File: src/rtl/freq_pkg.sv
// +----------------------------------------------------------------------------+
// | freq_pkg: shared constants, FSM state type and 7-segment decode helpers.   |
// | Revision: 1.0                                                               |
// +----------------------------------------------------------------------------+
`default_nettype none

package freq_pkg;

  localparam int REF_FREQ = 1_000_000;

  localparam logic [6:0] C_SEG_0 = 7'h3F;
  localparam logic [6:0] C_SEG_1 = 7'h06;
  localparam logic [6:0] C_SEG_2 = 7'h5B;
  localparam logic [6:0] C_SEG_3 = 7'h4F;
  localparam logic [6:0] C_SEG_4 = 7'h66;
  localparam logic [6:0] C_SEG_5 = 7'h6D;
  localparam logic [6:0] C_SEG_6 = 7'h7D;
  localparam logic [6:0] C_SEG_7 = 7'h07;
  localparam logic [6:0] C_SEG_8 = 7'h7F;
  localparam logic [6:0] C_SEG_9 = 7'h6F;

  typedef enum logic [1:0] {
    ST_IDLE  = 2'd0,
    ST_SHIFT = 2'd1,
    ST_DONE  = 2'd2
  } state_t;

  function automatic logic [6:0] seg_decode(input logic [3:0] d);
    logic [6:0] s;
    case (d)
      4'd0:    s = C_SEG_0;
      4'd1:    s = C_SEG_1;
      4'd2:    s = C_SEG_2;
      4'd3:    s = C_SEG_3;
      4'd4:    s = C_SEG_4;
      4'd5:    s = C_SEG_5;
      4'd6:    s = C_SEG_6;
      4'd7:    s = C_SEG_7;
      4'd8:    s = C_SEG_8;
      4'd9:    s = C_SEG_9;
      default: s = 7'h00;
    endcase
    return s;
  endfunction

  function automatic logic [63:0] pow10(input int n);
    logic [63:0] r;
    r = 64'd1;
    for (int i = 0; i < n; i++) r = r * 64'd10;
    return r;
  endfunction

endpackage

`default_nettype wire

File: src/rtl/bin2bcd_seq.sv
// +----------------------------------------------------------------------------+
// | bin2bcd_seq: sequential double-dabble converter with saturation to nines.  |
// | Revision: 1.0                                                               |
// +----------------------------------------------------------------------------+
`default_nettype none

module bin2bcd_seq
  import freq_pkg::*;
#(
  parameter int DIGITS = 8
) (
  input  logic                  ref_freq,
  input  logic                  nReset,
  input  logic                  start,
  input  logic [31:0]           bin,
  output logic                  busy,
  output logic                  done,
  output logic [4*DIGITS-1:0]   bcd,
  output logic                  overflow
);

  localparam int               BW      = 4 * DIGITS;
  localparam logic [63:0]      MAX_VAL = pow10(DIGITS) - 64'd1;
  localparam logic [BW-1:0]    NINES   = {DIGITS{4'h9}};

  state_t        r_state;
  state_t        w_state_next;
  logic [BW-1:0] r_work;
  logic [31:0]   r_bin;
  logic [4:0]    r_iter;
  logic          r_ovf_work;
  logic [BW-1:0] r_bcd;
  logic          r_ovf;
  logic          r_done;
  logic [BW-1:0] w_adj;
  logic          w_too_big;

  assign w_too_big = ({32'd0, bin} > MAX_VAL);

  always_comb begin
    w_adj = r_work;
    for (int i = 0; i < DIGITS; i++) begin
      if (r_work[4*i +: 4] >= 4'd5) w_adj[4*i +: 4] = r_work[4*i +: 4] + 4'd3;
    end
  end

  always_ff @(posedge ref_freq or negedge nReset) begin
    if (!nReset) r_state <= ST_IDLE;
    else         r_state <= w_state_next;
  end

  always_comb begin
    w_state_next = r_state;
    case (r_state)
      ST_IDLE:  if (start) w_state_next = w_too_big ? ST_DONE : ST_SHIFT;
      ST_SHIFT: if (r_iter == 5'd31) w_state_next = ST_DONE;
      ST_DONE:  w_state_next = ST_IDLE;
      default:  w_state_next = ST_IDLE;
    endcase
  end

  always_ff @(posedge ref_freq or negedge nReset) begin
    if (!nReset) begin
      r_work     <= '0;
      r_bin      <= '0;
      r_iter     <= '0;
      r_ovf_work <= 1'b0;
      r_bcd      <= '0;
      r_ovf      <= 1'b0;
      r_done     <= 1'b0;
    end else begin
      r_done <= 1'b0;
      case (r_state)
        ST_IDLE: begin
          if (start) begin
            r_iter <= '0;
            if (w_too_big) begin
              r_work     <= NINES;
              r_ovf_work <= 1'b1;
            end else begin
              r_work     <= '0;
              r_bin      <= bin;
              r_ovf_work <= 1'b0;
            end
          end
        end
        ST_SHIFT: begin
          {r_work, r_bin} <= {w_adj, r_bin} << 1;
          r_iter          <= r_iter + 5'd1;
        end
        ST_DONE: begin
          r_bcd  <= r_work;
          r_ovf  <= r_ovf_work;
          r_done <= 1'b1;
        end
        default: ;
      endcase
    end
  end

  assign busy     = (r_state != ST_IDLE);
  assign done     = r_done;
  assign bcd      = r_bcd;
  assign overflow = r_ovf;

endmodule

`default_nettype wire

File: src/rtl/freq_bcd_display.sv
// +----------------------------------------------------------------------------+
// | freq_bcd_display: samples measured_freq, converts to BCD, scans 7-seg.     |
// | Revision: 1.0                                                               |
// +----------------------------------------------------------------------------+
`default_nettype none

module freq_bcd_display
  import freq_pkg::*;
#(
  parameter int DIGITS   = 8,
  parameter int SCAN_DIV = 1000
) (
  input  logic                  ref_freq,
  input  logic                  nReset,
  input  logic [31:0]           measured_freq,
  output logic [4*DIGITS-1:0]   bcd,
  output logic                  bcd_valid,
  output logic                  overflow,
  output logic [6:0]            seg,
  output logic [DIGITS-1:0]     digit_sel
);

  localparam int PW = (SCAN_DIV > 1) ? $clog2(SCAN_DIV) : 1;
  localparam int IW = (DIGITS > 1) ? $clog2(DIGITS) : 1;

  logic [31:0]       r_s1;
  logic [31:0]       r_s2;
  logic [31:0]       r_last;
  logic              w_start;
  logic              w_busy;
  logic [PW-1:0]     r_pre;
  logic              w_wrap;
  logic [IW-1:0]     r_idx;
  logic [IW-1:0]     w_idx_next;
  logic [IW-1:0]     w_msd;
  logic [3:0]        w_nib;
  logic              w_blank;
  logic [6:0]        r_seg;
  logic [DIGITS-1:0] r_dsel;

  // Only a value that held for two samples and differs from the last one is converted.
  assign w_start = (r_s1 == r_s2) && (r_s2 != r_last) && !w_busy;

  always_ff @(posedge ref_freq or negedge nReset) begin
    if (!nReset) begin
      r_s1   <= '0;
      r_s2   <= '0;
      r_last <= '0;
    end else begin
      r_s1 <= measured_freq;
      r_s2 <= r_s1;
      if (w_start) r_last <= r_s2;
    end
  end

  bin2bcd_seq #(.DIGITS(DIGITS)) u_bin2bcd (
    .ref_freq (ref_freq),
    .nReset   (nReset),
    .start    (w_start),
    .bin      (r_s2),
    .busy     (w_busy),
    .done     (bcd_valid),
    .bcd      (bcd),
    .overflow (overflow)
  );

  assign w_wrap     = (r_pre == PW'(SCAN_DIV - 1));
  assign w_idx_next = !w_wrap ? r_idx :
                      (r_idx == IW'(DIGITS - 1)) ? '0 : r_idx + IW'(1);

  always_comb begin
    w_msd = '0;
    for (int i = 0; i < DIGITS; i++) begin
      if (bcd[4*i +: 4] != 4'd0) w_msd = IW'(i);
    end
  end

  assign w_nib   = bcd[{w_idx_next, 2'b00} +: 4];
  assign w_blank = !overflow && (w_idx_next > w_msd);

  always_ff @(posedge ref_freq or negedge nReset) begin
    if (!nReset) begin
      r_pre  <= '0;
      r_idx  <= '0;
      r_seg  <= C_SEG_0;
      r_dsel <= DIGITS'(1);
    end else begin
      r_pre  <= w_wrap ? '0 : r_pre + PW'(1);
      r_idx  <= w_idx_next;
      r_seg  <= w_blank ? 7'h00 : seg_decode(w_nib);
      r_dsel <= DIGITS'(1) << w_idx_next;
    end
  end

  assign seg       = r_seg;
  assign digit_sel = r_dsel;

endmodule

`default_nettype wire

File: config.mk
export PLATFORM = sky130hd
export DESIGN_NAME = freq_bcd_display
export DESIGN_NICKNAME = d
export VERILOG_FILES = /design/src/rtl/freq_pkg.sv /design/src/rtl/bin2bcd_seq.sv /design/src/rtl/freq_bcd_display.sv
export SDC_FILE = /design/constraint.sdc
export NUM_CORES = 1
export LEC_CHECK = 0
export BUFFER_PORTS_ARGS = -buffer_cell sky130_fd_sc_hd__buf_4
export CAP_MARGIN = 20
export CORE_ASPECT_RATIO = 0.6
export CORE_MARGIN = 5
export CORE_UTILIZATION = 30
export CTS_BUF_LIST = sky130_fd_sc_hd__clkbuf_8
export DETAILED_ROUTE_END_ITERATION = 10
export PLACE_DENSITY = 0.47
export SYNTH_ARGS = -nofsm -noshare
export SYNTH_HDL_FRONTEND = slang
export SYNTH_HIERARCHICAL = 1
export SYNTH_SLANG_ARGS = --single-unit
File: constraint.sdc
create_clock -name ref_freq -period 3.4 [get_ports ref_freq]
set_clock_uncertainty 0.05 [all_clocks]
set_input_delay 0.34 -clock ref_freq [delete_from_list [all_inputs] [get_ports ref_freq]]
set_output_delay 0.34 -clock ref_freq [all_outputs]
set_load 0.02 [all_outputs]
==> results by group, run 1 <==
Global routing
  • Vias in the first global route: between 7000 and 8000
  • Most used routing layer: met1
  • Gr usage total: 14.6%
  • Grt met1 use: 24.0%
  • Antenna violations before repair: 0
  • Met3 Use GR: under 10%
  • First-pass GRT wire length: between 40000 and 50000 um
  • Total grt overflow: 0
  • Largest net degree at the start of global routing: 96
  • GR Util met2: 19.1%

Drt
  • DRT antenna net count: 0
  • Routed via count: 7818
  • Via-to-Cell Ratio: around 4.7
  • DR iter-0 viols: 497
  • WL/cell: 17.6 um
  • DRT Pass-1 Iters: 4
  • Final WL: 29100 um
  • Post-route DRC: 0

Timing
  • Endpoints failing hold: 0
  • Total negative slack: 0 ns
  • F_max: between 300 and 400 MHz
  • Least-Margin Pin Slew: 0.991 ns
  • Final min period: between 3 and 4 ns
  • Slew headroom: 34.0%
  • Worst Hold Slack: about 0.34 ns
  • Final Max Slew Viols: 0
  • Final period util: a little over nine tenths
  • Setup violators final: 0
  • RSZ-0062 raised after global routing: no
  • Setup ws final: approximately 0.1 ns

CTS
  • CTS Sinks: 230
  • CTS tree: built
  • PostCTS Resize Cnt: 0
  • Clock Path Buffers: 3
  • Clk_lat worst skew: between 0.5 and 0.6 ns
  • Clock buffer count from CTS: 40
  • CTS clk-pin slew, worst paths: roughly 0.07 ns
  • CTS HTree Levels: 2
  • CTS root buf: clkbuf_8

Place
  • Final HPWL DP: 19900 um
  • Placer Congestion: 0.845
  • Port Buffers: 82
  • Worst slack at placement: just under 0.2 ns

Worst setup path
  • CP peak stage delay: about 0.53 ns
  • Startpoint types: register
  • End of the worst register-to-register path: seg[5]
  • Critical path origin: r_idx[1]
  • Highest-delay cell along the critical path: dfrtp_1
  • Worst EP required: between 3 and 4 ns
  • CP endpoint: seg[5]
  • Crit path max fanout: 9
  • Worst-path cell chain: ha_1 -> ha_1 -> o21bai_1 -> or4_1 -> and2_1 -> o22ai_1 -> o32a_1 -> buf_4 -> ha_1 -> nand2_1 -> a311oi_2
  • R2R setup slack: about 0.1 ns
  • Crit Path Category: reg -> reg
  • WP data arrival: 3.70 ns
  • Cell with the most instances on the worst path: ha_1
  • Worst Setup End Kind: register
  • RR Startpoint: r_idx[1]
  • Reg2reg path depth: 11

Yosys
  • Top_reg_cell synth: dfrtp_1
  • Number of flops mapped to enable cells by yosys: 0
  • Async S/R FF share, synth: 100%
  • Synthesis Warnings: 6
  • Mapped Nets: 1068
  • Avg Cell Area, Syn: approximately 11 sq um
  • Yosys cell types: 75
  • Syn Inst Count: 1005
  • Cell Area, Synth: roughly 11000 sq um
  • Yosys reg bits: 230
  • Sequential area share after synthesis: between 50% and 60%

Die
  • Initial core utilization: between 30% and 40%
  • Die width: around 250 um
  • Total core area: 35000 sq um
  • Die area: just under 40000 sq um
  • Rows: 53
  • Chip height: 156 um
  • I/O pins: 83

Layout
  • Synthesis-to-finish area growth: 23.4%
  • Share of post-route cells with drive strength above 1: 20.5%
  • Total Nets Final: 1221
  • Final core occ: between 30 and 40%

Power and ir drop
  • Lkg Pwr: approximately 0.0063 uW
  • Int Pwr: 4280 uW
  • Comb power frac: under 10%
  • Switching pwr: 1350 uW
  • Power Density: about 430 nW/um^2
  • Sequential share of power: roughly half
  • Sw frac: 23.9%
  • Clk pwr share: a little under half
  • Worst vdd ir: 0.000222 V

Outcome
  • Status: complete, no violations

Job
  • Max Cap Viol: 0

Worst hold path
  • Worst min-delay path class: reg -> reg
-- flip-flops by register name (all words and copies together) (netlist names) --
name	count
u_bin2bcd/r_bin	32
u_bin2bcd/r_work	32
r_pre	10
u_bin2bcd/r_state	2
u_bin2bcd/r_iter	5
r_idx	3
u_bin2bcd/r_ovf_work	1
r_last	32
seg	7
u_bin2bcd/bcd	32
digit_sel	8
u_bin2bcd/done	1
r_s2	32
u_bin2bcd/overflow	1
r_s1	32
-- power groups by stage --
stage               clock (uW)  combinational (uW)  sequential, uW
floorplan                    0                63.5            2860
global placement             0                 195            2880
detailed placement           0                 193            2880
CTS                       2690                 225            2830
global route              2800                 247            2830
finish                    2580                 219            2830
-- cell families (layout without fill, tap and decap cells) --
family / after synthesis / count (layout) / share of synthesized area, %
and+or+nand+nor: 373 / 373 / 16.1
muxes: 48 / 48 / 5.14
buffers and inverters: 77 / 260 / 3.19
other: 0 / 1 / 0
AOI/OAI and AO/OA: 163 / 163 / 11.0
xor gates and xnor gates: 85 / 85 / 7.00
DFF: 230 / 230 / 54.2
adders and majority gates: 29 / 29 / 3.41
-- critical path, delay by kind of cell, from the launching register on --
kind | cells | cell delay (ns)
compound gates | 4 | 0.88
flops | 1 | 0.53
fa+ha+maj | 3 | 0.73
simple gates | 3 | 0.82
buf+inv | 1 | 0.21
-- worst min path at each step --
stage,start,end,cells after the start
final,r_s1[13],r_s2[13],0
after CTS,measured_freq[24],r_s1[24],2
after global routing,r_s1[13],r_s2[13],0
after global placement,r_s1[13],r_s2[13],0
after detailed placement,r_s1[13],r_s2[13],0
after floorplan,nReset,digit_sel[1],0
-- per-stage QoR --
| stage | instances | area (sq um) | power (uW) |
|---|---|---|---|
| after floorplan | 1005 | 10600 | 2920 |
| after global placement | 1548 | 12000 | 3070 |
| after detailed placement | 1548 | 12000 | 3070 |
| after CTS | 1653 | 13100 | 5740 |
| after global routing | 1655 | 13100 | 5880 |
| final | 1656 | 13100 | 5630 |
-- layout by cell type, fill, tap and decap left out, types with 6 or more instances in the layout --
| master | synthesis | routed |
|---|---|---|
| mux2_2 | 37 | 37 |
| clkbuf_8 | 0 | 50 |
| ha_1 | 29 | 29 |
| nor3_1 | 10 | 10 |
| nand2b_1 | 12 | 10 |
| a22o_1 | 10 | 10 |
| o22ai_1 | 15 | 15 |
| nand3_1 | 15 | 15 |
| a21oi_1 | 25 | 25 |
| dfstp_2 | 7 | 7 |
| o31ai_1 | 9 | 9 |
| nand2_1 | 228 | 228 |
| a22oi_1 | 6 | 6 |
| nand4_1 | 20 | 20 |
| xnor2_1 | 57 | 57 |
| mux2_1 | 6 | 6 |
| dfrtp_1 | 223 | 223 |
| nor4_1 | 16 | 16 |
| a211oi_1 | 7 | 7 |
| dlygate4sd3_1 | 0 | 33 |
| buf_4 | 1 | 113 |
| nor2_1 | 37 | 37 |
| o21ai_0 | 42 | 42 |
| inv_1 | 36 | 49 |
| xor2_1 | 28 | 28 |
| nor3b_1 | 7 | 7 |
-- synthesized netlist by cell type (3+ instances only) --
cell	instances	area, sq um
a31oi_1	3	18.8
a21oi_1	25	125
o22ai_1	15	93.8
nand2b_1	12	75.1
nor2_1	37	139
a21o_1	4	30.0
mux2_1	6	67.6
a211oi_1	7	52.6
nor2b_1	3	18.8
nand4_1	20	125
nor3_1	10	50.1
a211o_1	3	26.3
buf_6	6	67.6
o31ai_1	9	67.6
a22o_1	10	87.6
nand2_1	228	856
ha_1	29	363
xor2_1	28	245
a221o_1	5	50.1
buf_1	5	18.8
xnor2_1	57	499
o21ai_0	42	210
inv_1	36	135
nor4_1	16	100
o21ai_1	5	25.0
clkbuf_1	27	101
mux2_2	37	417
dfstp_2	7	184
a22oi_1	6	45.0
nand3_1	15	75.1
and3_1	4	25.0
nor3b_1	7	52.6
nand3b_1	4	30.0
dfrtp_1	223	5580
mux2i_1	4	40.0
-- metal layers --
| metal | wire length (um) | up-vias |
|---|---|---|
| li1 | - | 3774 |
| met1 | 16000 | 3868 |
| met2 | 11300 | 140 |
| met3 | 1370 | 36 |
| met4 | 435 | 0 |
| met5 | 0 | - |
-- repair_timing --
action,4_1_cts,5_1_grt
endpoints found under the setup margin,0,4
setup buffers,0,2
endpoints found under the hold margin,116,0
hold buffers,33,0
-- final cells by class --
type	count	area, sq um
Antenna cell	1	2.50
Clock buffer	50	688
Clock inverter	22	126
Fill cell	3484	21900
Inverter	37	139
Multi-Input combinational cell	698	4550
Sequential cell	230	5760
Tap cell	467	584
Timing Repair Buffer	151	1270
No activity file was read; power rests on OpenSTA's default activity.
==> inputs of run 2 (changes only) <==
Settings changed: CORE_ASPECT_RATIO 0.6 to 0.8.
==> run 2 against run 1 <==
Compared with the run above: via count shrank 0.23%; design area shrank 0.63%; sequential share of layout area grew 0.28 points; first-iteration DRC count shrank 3.0%; die area shrank 0.25%; critical path type unchanged; flip-flop and latch count is the same; global-route usage shrank 0.099 points; sequential power is essentially flat; clock power shrank 2%; combinational power shrank 3%; critical endpoint is now seg[6]; worst setup slack gained 0.11 ns; non-clock buffer count shrank 6.
==> results by group, run 2 (synthesis results as in run 1) <==
Timing
  • Final Max Slew Viols: 0 (unchanged)
  • F_max: 313 MHz (was 303 MHz)
  • Final min period: 3.19 ns (was 3.30 ns)
  • Endpoints failing hold: 0 (unchanged)
  • Least-Margin Pin Slew: 1.06 ns (was 0.991 ns)
  • Final period util: 93.9% (was 97.1%)
  • RSZ-0062 raised after global routing: no (unchanged)
  • Setup violators final: 0 (unchanged)
  • Total negative slack: 0 ns (unchanged)
  • Slew headroom: 29.5% (was 34.0%)

Worst setup path
  • RR Startpoint: r_idx[1] (unchanged)
  • End of the worst register-to-register path: seg[6] (was seg[5])
  • Startpoint types: register (unchanged)
  • Reg2reg path depth: 8 (was 11)
  • Worst EP required: 3.81 ns (was 3.80 ns)
  • R2R setup slack: 0.21 ns (was 0.1 ns)
  • Crit Path Category: reg -> reg (unchanged)
  • Worst Setup End Kind: register (unchanged)
  • WP data arrival: 3.60 ns (was 3.70 ns)
  • Crit path max fanout: 14 (was 9)

Drt
  • WL/cell: 17.0 um (was 17.6 um)
  • Via-to-Cell Ratio: 4.72 (about the same)
  • DRT Pass-1 Iters: 5 (was 4)
  • Routed via count: 7800 (was 7818)
  • Post-route DRC: 0 (unchanged)
  • Final WL: 28100 um (was 29100 um)
  • DRT antenna net count: 0 (unchanged)
  • DR iter-0 viols: 482 (was 497)

Layout
  • Fillers: 3517 (was 3484)
  • Final core occ: 37.4% (was 37.5%)
  • Share of post-route cells with drive strength above 1: 19.9% (was 20.5%)
  • Most frequent cells in the layout: nand2_1, dfrtp_1, buf_4 (unchanged)
  • Total Nets Final: 1215 (was 1221)
  • Antenna fix cells: 0 (was 1)
  • Synthesis-to-finish area growth: 22.6% (was 23.4%)
  • Commonest non-fill, non-tap cell in the layout: nand2_1 (unchanged)

Global routing
  • Largest net degree at the start of global routing: 74 (was 96)
  • Total grt overflow: 0 (unchanged)
  • Gr usage total: 14.5% (was 14.6%)
  • Met3 Use GR: 3.05% (was 3.27%)
  • First-pass GRT wire length: 45100 um (was 45900 um)
  • Vias in the first global route: 7752 (was 7711)
  • GR Util met2: 20.7% (was 19.1%)
  • Grt met1 use: 22.1% (was 24.0%)
  • Antenna violations before repair: 0 (unchanged)
  • Most used routing layer: met1 (unchanged)

CTS
  • CTS HTree Levels: 2 (unchanged)
  • Clock Path Buffers: 3 (unchanged)
  • Clock buffer count from CTS: 40 (unchanged)
  • Clk_lat worst skew: 0.56 ns (about the same)
  • CTS root buf: clkbuf_8 (unchanged)
  • CTS Sinks: 230 (unchanged)
  • CTS tree: built (unchanged)
  • CTS clk-pin slew, worst paths: 0.07 ns (about the same)

Die
  • Chip height: 178 um (was 156 um)
  • Total core area: 34900 sq um (was 35000 sq um)
  • Rows: 61 (was 53)
  • Initial core utilization: 30.5% (was 30.4%)
  • Die area: 39400 sq um (was 39500 sq um)
  • I/O pins: 83 (unchanged)
  • Die width: 221 um (was 253 um)

Power and ir drop
  • Sequential share of power: 50.9% (was 50.2%)
  • Sw frac: 23.7% (was 23.9%)
  • Lkg Pwr: 0.00621 uW (was 0.00630 uW)
  • Comb power frac: 3.8% (was 3.9%)
  • Clk pwr share: 45.3% (was 45.9%)
  • Int Pwr: 4240 uW (was 4280 uW)
  • Power Density: 426 nW/um^2 (was 429 nW/um^2)
  • Switching pwr: 1320 uW (was 1350 uW)
  • Worst vdd ir: 0.000258 V (was 0.000222 V)

Outcome
  • Status: complete, no violations (unchanged)

Place
  • Final HPWL DP: 19400 um (was 19900 um)
  • Placer Congestion: 0.829 (was 0.845)
  • Port Buffers: 82 (unchanged)

Worst hold path
  • Worst min-delay path class: in -> async (was reg -> reg)

Job
  • Max Cap Viol: 0 (unchanged)
## run 2: changes by cell type in the layout (fill, tap and decap cells not counted), sizes merged
cell | previous run | this run
clkinvlp | 3 | 1
buf | 118 | 112
clkinv | 5 | 2
diode | 1 | 0
clkbuf | 50 | 48
inv | 50 | 55
## run 2: worst max-delay path by stage
stage	cells after the start	slack (ns)	to	start
global route	11	0.02	seg[5]	r_pre[3]
floorplan	13	0.13	u_bin2bcd/r_bin[14]	r_s2[23]
CTS	11	0.12	seg[5]	r_pre[3]
detailed placement	11	0.15	seg[3]	r_pre[3]
finish	8	0.21	seg[6]	r_idx[1]
global placement	11	0.15	seg[3]	r_pre[3]
## run 2: cell type report
cell class                 instances  area (sq um)  area share (%)
clock inverter                    22           128           0.978
sequential                       230          5760            44.2
inverter                          37           139            1.06
multi-input combinational        698          4550            34.9
tap                              472           591            4.53
timing repair buffer             145          1220            9.32
clock buffer                      48           661            5.06
## run 2: through the flow
stage               std cells  cell area (sq um)  setup slack, ns  power (uW)  hold WS [ns]
floorplan                1005              10600            0.126        2920      -0.00559
global placement         1549              11900            0.150        3060         0.267
detailed placement       1549              11900            0.149        3060         0.268
CTS                      1652              13000            0.120        5670         0.245
global route             1652              13000           0.0152        5820         0.296
finish                   1652              13000            0.209        5560         0.263
## run 2: power by group through the flow
| stage | Sequential (uW) | Combinational, uW | Clock [uW] |
|---|---|---|---|
| final | 2830 | 212 | 2520 |
| after global routing | 2830 | 240 | 2750 |
| after CTS | 2830 | 219 | 2630 |
| after detailed placement | 2880 | 188 | 0 |
| after global placement | 2880 | 189 | 0 |
| after floorplan | 2860 | 63.5 | 0 |
## run 2: metal layers
metal	up-vias	share of wire, %
li1	3771	-
met1	3822	50
met2	163	43
met3	44	4.5
met4	0	2.1
met5	-	0
## run 2: worst max-delay path, cell delays in order (launching register included)
cell and delay, ns:
dfrtp_1 0.47, ha_1 0.23, ha_1 0.28, o41ai_4 0.62, nand2_2 0.16, a211o_1 0.36, a32oi_4 0.52, a21oi_1 0.15
a311oi_1 0.25
## run 2: what timing repair did
| action | in CTS | in global routing |
|---|---|---|
| endpoints found under the hold margin | 88 | 0 |
| setup endpoints to repair | 0 | 3 |
| hold buffers | 33 | 0 |
| buffers inserted | 0 | 0 |
| gates resized for setup | 0 | 3 |
